<file path="src/rtl/shuffle_pkg.sv">
// Shared types and helpers for the shuffler frame sequencer.
//   state_e   : sequencer states
//   rot_e     : commutator select encodings
//   beat_width: width of the frame beat counter, covers 0..N+2L-1
//   mod_width : width of a modulo-MOD counter (at least one bit)
package shuffle_pkg;

    typedef enum logic [1:0] {
        IDLE  = 2'd0,
        FILL  = 2'd1,
        RUN   = 2'd2,
        DRAIN = 2'd3
    } state_e;

    typedef enum logic [1:0] {
        ROT0 = 2'd0,
        ROT1 = 2'd1,
        ROT2 = 2'd2
    } rot_e;

    localparam int ROT_COUNT = 3;

    function automatic int beat_width(input int n, input int l);
        return $clog2(n + 2 * l);
    endfunction

    function automatic int mod_width(input int m);
        return (m > 1) ? $clog2(m) : 1;
    endfunction

endpackage

</file>
<file path="src/rtl/mod_counter.sv">
// Modulo-MOD up-counter with synchronous clear.
//   clk_i  : clock
//   rst_i  : synchronous active-high reset
//   inc_i  : advance by one
//   clr_i  : return to zero (wins over inc_i)
//   cnt_o  : current count, 0..MOD-1
//   wrap_o : inc_i while at MOD-1 (count returns to zero on this edge)
module mod_counter
    import shuffle_pkg::*;
#(
    parameter int MOD = 3
) (
    input  logic                      clk_i,
    input  logic                      rst_i,
    input  logic                      inc_i,
    input  logic                      clr_i,
    output logic [mod_width(MOD)-1:0] cnt_o,
    output logic                      wrap_o
);

    localparam int W = mod_width(MOD);

    logic [W-1:0] cnt_q;
    logic [W-1:0] cnt_d;

    assign wrap_o = inc_i & (cnt_q == W'(MOD - 1));
    assign cnt_o  = cnt_q;

    always_comb begin
        cnt_d = cnt_q;
        if (clr_i || wrap_o) begin
            cnt_d = '0;
        end else if (inc_i) begin
            cnt_d = cnt_q + 1'b1;
        end
    end

    always_ff @(posedge clk_i) begin
        if (rst_i) begin
            cnt_q <= '0;
        end else begin
            cnt_q <= cnt_d;
        end
    end

endmodule

</file>
<file path="src/rtl/shuffle_ctrl.sv">
// Frame sequencer for the 3-parallel data shuffler. Drives the commutator
// select and the delay-buffer advance enable, and produces output framing
// aligned to the 2L-beat buffer latency.
//   clk_i        : clock
//   rst_i        : synchronous active-high reset
//   in_valid_i   : upstream beat present
//   in_sop_i     : first beat of frame (qualified by in_valid_i)
//   in_ready_o   : beat accepted this cycle (low only while draining)
//   buf_en_o     : delay buffers advance one beat
//   sel_o        : commutator rotation 0/1/2, registered
//   out_valid_o  : shuffler output beat valid
//   out_sop_o    : first output beat of frame
//   out_eop_o    : last output beat of frame
//   busy_o       : a frame is in progress
//   err_sop_o    : in_sop_i seen mid-frame (same cycle)
//
// state | meaning
// IDLE  | waiting for sop; non-sop beats are dropped
// FILL  | beats 1..2L-1, buffers filling, no output yet
// RUN   | beats 2L..N-1, input accepted and output valid
// DRAIN | beats N..N+2L-1, input blocked, buffers flushed every cycle
module shuffle_ctrl
    import shuffle_pkg::*;
#(
    parameter int L = 3,
    parameter int N = 27
) (
    input  logic       clk_i,
    input  logic       rst_i,
    input  logic       in_valid_i,
    input  logic       in_sop_i,
    output logic       in_ready_o,
    output logic       buf_en_o,
    output logic [1:0] sel_o,
    output logic       out_valid_o,
    output logic       out_sop_o,
    output logic       out_eop_o,
    output logic       busy_o,
    output logic       err_sop_o
);

    localparam int BW    = beat_width(N, L);
    localparam int SEG_W = mod_width(L);

    localparam logic [BW-1:0] FILL_LAST  = BW'(2 * L - 1);
    localparam logic [BW-1:0] RUN_FIRST  = BW'(2 * L);
    localparam logic [BW-1:0] RUN_LAST   = BW'(N - 1);
    localparam logic [BW-1:0] DRAIN_LAST = BW'(N + 2 * L - 1);

    state_e          state_q;
    logic [BW-1:0]   beat_q;
    logic            accept;
    logic            frame_done;
    logic            seg_wrap;
    logic [SEG_W-1:0] seg_cnt;
    logic            sel_wrap;
    logic [1:0]      sel_cnt;
    logic            unused_sig;

    // A non-sop beat in IDLE is dropped rather than advancing the buffers,
    // so the select phase stays locked to the frame start.
    always_comb begin
        accept = 1'b0;
        case (state_q)
            IDLE:      accept = in_valid_i & in_sop_i;
            FILL, RUN: accept = in_valid_i;
            DRAIN:     accept = 1'b1;
            default:   accept = 1'b0;
        endcase
        if (rst_i) begin
            accept = 1'b0;
        end
    end

    assign frame_done  = (state_q == DRAIN) && (beat_q == DRAIN_LAST);

    assign buf_en_o    = accept;
    assign in_ready_o  = rst_i | (state_q != DRAIN);
    assign out_valid_o = accept & (beat_q >= RUN_FIRST);
    assign out_sop_o   = out_valid_o & (beat_q == RUN_FIRST);
    assign out_eop_o   = out_valid_o & (beat_q == DRAIN_LAST);
    assign busy_o      = ~rst_i & (state_q != IDLE);
    assign err_sop_o   = ~rst_i & in_valid_i & in_sop_i &
                         ((state_q == FILL) || (state_q == RUN));
    assign sel_o       = sel_cnt;

    always_ff @(posedge clk_i) begin
        if (rst_i) begin
            state_q <= IDLE;
            beat_q  <= '0;
        end else if (accept) begin
            beat_q <= frame_done ? '0 : beat_q + 1'b1;
            case (state_q)
                IDLE: state_q <= FILL;
                FILL: begin
                    if (beat_q == FILL_LAST) begin
                        // With N = 2L there are no RUN beats.
                        state_q <= (N == 2 * L) ? DRAIN : RUN;
                    end
                end
                RUN: begin
                    if (beat_q == RUN_LAST) begin
                        state_q <= DRAIN;
                    end
                end
                DRAIN: begin
                    if (frame_done) begin
                        state_q <= IDLE;
                    end
                end
                default: state_q <= IDLE;
            endcase
        end
    end

    mod_counter #(.MOD(L)) u_seg (
        .clk_i  (clk_i),
        .rst_i  (rst_i),
        .inc_i  (accept),
        .clr_i  (frame_done),
        .cnt_o  (seg_cnt),
        .wrap_o (seg_wrap)
    );

    mod_counter #(.MOD(ROT_COUNT)) u_sel (
        .clk_i  (clk_i),
        .rst_i  (rst_i),
        .inc_i  (seg_wrap),
        .clr_i  (frame_done),
        .cnt_o  (sel_cnt),
        .wrap_o (sel_wrap)
    );

    // Segment position and select wrap are not needed beyond the counters.
    assign unused_sig = ^{seg_cnt, sel_wrap};

endmodule

</file>
<file path="config.mk">
export PLATFORM = sky130hd
export DESIGN_NAME = shuffle_ctrl
export DESIGN_NICKNAME = d
export VERILOG_FILES = /design/src/rtl/shuffle_pkg.sv /design/src/rtl/mod_counter.sv /design/src/rtl/shuffle_ctrl.sv
export SDC_FILE = /design/constraint.sdc
export NUM_CORES = 1
export LEC_CHECK = 0
export BUFFER_PORTS_ARGS = -buffer_cell sky130_fd_sc_hd__buf_2
export CAP_MARGIN = 0
export CELL_PAD_IN_SITES_DETAIL_PLACEMENT = 0
export CELL_PAD_IN_SITES_GLOBAL_PLACEMENT = 2
export CORE_UTILIZATION = 34
export CTS_CLUSTER_SIZE = 14
export DETAILED_ROUTE_END_ITERATION = 6
export PLACE_DENSITY_LB_ADDON = 0.25
export RECOVER_POWER = 50
export SETUP_SLACK_MARGIN = 0.1
export SLEW_MARGIN = 20
export SYNTH_ARGS = -nofsm -noshare
export SYNTH_HDL_FRONTEND = slang
export SYNTH_SLANG_ARGS = --single-unit
</file>
<file path="constraint.sdc">
create_clock -name clk_i -period 4.9 [get_ports clk_i]
set_input_delay 0.98 -clock clk_i [delete_from_list [all_inputs] [get_ports clk_i]]
set_output_delay 0.98 -clock clk_i [all_outputs]
set_load 0.01 [all_outputs]
</file>
==> flow_summary.json <==
{
  "gp_congestion": 0.759,
  "design.die.area_um2": 2530,
  "nNetsFinal": 122,
  "crit_path_start": "in_valid_i",
  "postSynthCellCount": 94,
  "synth_seq_cells": 12,
  "worst_setup_path_start_kind": "input pin",
  "drt-wirelength-per-cell_um": 12.8,
  "grt_pass1_wl_mm": 3.07,
  "finalNonFillerCells": 134,
  "hold_ws_ns": 0.469,
  "relSlewSlack": 0.595,
  "async_flop_share": 0,
  "num_rows": 17,
  "min_period_ns": 3.36,
  "syn_area_um2": 793,
  "cts_buffers": 3,
  "tns_ns": 0,
  "dp_hpwl_mm": 1.32,
  "crit_fanout": 8,
  "cts_buffer_depth": 2,
  "synth_nets": 108,
  "firstDrtPassIters": 4,
  "fin_crit_sh": 0.686,
  "grt.total_usage": 0.159,
  "hold_path_class": "reg2reg",
  "drtIter0Drc": 5,
  "grt_max_degree": 18,
  "wl_mm": 1.72,
  "ant_nets": 0,
  "grt_pass1_vias": 715,
  "via_per_inst": 5.27,
  "cts_hold_buffers": 0,
  "nFillCells": 257,
  "path_class": "in2out",
  "die_h_um": 50.3,
  "seq_area_um2": 240,
  "setup_viol": 0,
  "leakagePower_nw": 0.342,
  "start_util": 0.359,
  "antenna_found_initial": 0,
  "ys.flop_type": "dfxtp_1",
  "cp_data_required_time_ns": 3.92,
  "syn_to_final_growth_pct": 11.5,
  "io_pins": 13,
  "clock.fmax_mhz": 298,
  "overflow": 0,
  "power_density_nw_per_um2": 331,
  "endpoint_kind": "output pin",
  "post-place-cells": 131,
  "path_clk_slew_ns": 0.07,
  "syn_area_per_cell_um2": 8.44,
  "io_buffers": 12,
  "cts_tree": "built",
  "synth-edff-count": 0,
  "clkLatencyLatePin_ns": 0.27,
  "fp.dieW_um": 50.3,
  "ctsResizeCount": 0,
  "post-route-drc-count": 0,
  "synth_warnings": 0,
  "num_antenna_cells": 0,
  "tightest_slew_ns": 0.599,
  "p_total_w": 0.000293,
  "postCtsSetupRepairBufs": 0,
  "cts_max_level": 1,
  "timing.rr.start": "state_q[0]$_SDFFE_PP0P_",
  "synth-seq-area-share": 0.303,
  "status": "completed",
  "cap_violations": 0,
  "cts.sinks": 12,
  "layout-drive-gt1-share": 0.142,
  "hp-start": "u_seg.cnt_o[1]$_SDFFE_PP0P_",
  "multi_input_area_um2": 497,
  "vdd_drop_max_mv": 0.196,
  "drv_slew": 0,
  "synthDistinctLibCells": 27,
  "vias": 706,
  "core_area_um2": 2210,
  "rsz0062_at_grt": "no",
  "final_common_cell": "dfxtp_1",
  "finalHoldViolations": 0,
  "root_buffer": "clkbuf_4",
  "skew_ns": 0.0108,
  "final_cell_mix": "dfxtp_1, ha_1, inv_1, buf_2, nor2_1",
  "arrival_ns": 2.38
}
==> where the power goes <==
part	total [W]	internal (W)	switching, W
clock network	0.0000603	0.0000284	0.0000319
registers	0.000120	0.000109	0.0000104
logic	0.000113	0.0000427	0.0000706
total	0.000293	0.000180	0.000113
==> Yosys cell counts, types with 2 or more instances <==
master     n  area share
clkbuf_1   2      0.0095
ha_1      10        0.16
nand3_1    4       0.025
inv_1      9       0.043
a21oi_1    5       0.032
o21ai_0    2       0.013
o32ai_1    2       0.022
dfxtp_1   12        0.30
a211oi_2   2       0.032
mux2i_1    2       0.025
nand2_1    7       0.033
nor4b_1    4       0.044
and3_1     3       0.024
xnor2_1    2       0.022
nor3_1     5       0.032
or3_1      3       0.024
nor2_1     8       0.038
a21bo_2    3       0.038
==> cells by family (layout without fill, tap and decap cells) <==
logic type | after synthesis | in the layout | synth area share
buffers and inverters | 12 | 24 | 0.0584
multiplexers | 2 | 2 | 0.0252
XOR/XNOR | 2 | 2 | 0.0221
flip-flops | 12 | 12 | 0.303
AO/OA/AOI/OAI | 18 | 18 | 0.177
AND/OR/NAND/NOR | 38 | 38 | 0.257
adder cells (fa/ha/maj) | 10 | 10 | 0.158
==> final cells by class <==
cell class / instances / share of cell area
tap: 28 / 0.0396
inverter: 9 / 0.0382
timing repair buffer: 12 / 0.0636
clock buffer: 3 / 0.0255
sequential: 12 / 0.272
multi-input combinational: 70 / 0.562
==> per-stage QoR <==
step	worst slack [ns]	cell area (um2)	utilization
floorplan	1.89	793	-
global placement	1.59	876	0.396
detailed placement	1.53	876	0.396
CTS	1.52	898	0.406
global route	1.41	885	0.400
finish	1.54	885	0.400
==> critical path, cell delays in order <==
cell      delay, ns
clkbuf_1       0.10
a211oi_1       0.51
or3_1          0.33
inv_1          0.15
and3_1         0.18
buf_2          0.13
==> worst paths after layout <==
path | depth (start not counted) | to | slack [ns]
max | 6 | out_eop_o | 1.54
min | 2 | u_seg.cnt_o[1]$_SDFFE_PP0P_ | 0.47
max reg2reg | 6 | u_seg.cnt_o[1]$_SDFFE_PP0P_ | 2.83
min reg2reg | 2 | u_seg.cnt_o[1]$_SDFFE_PP0P_ | 0.47
==> per-layer routing <==
layer | part of all wire | vias up | track usage
li1 | - | 363 | -
met1 | 0.48 | 332 | 0.198
met2 | 0.49 | 7 | 0.271
met3 | 0.018 | 4 | 0.0273
met4 | 0.012 | 0 | 0.0556
met5 | 0 | - | 0
==> flip-flops by register name, summed over array words and instances, names as in the netlist <==
signal and count:
beat_q 6, u_sel.cnt_o 2, u_seg.cnt_o 2, state_q 2
No activity file was read; power rests on OpenSTA's default activity.
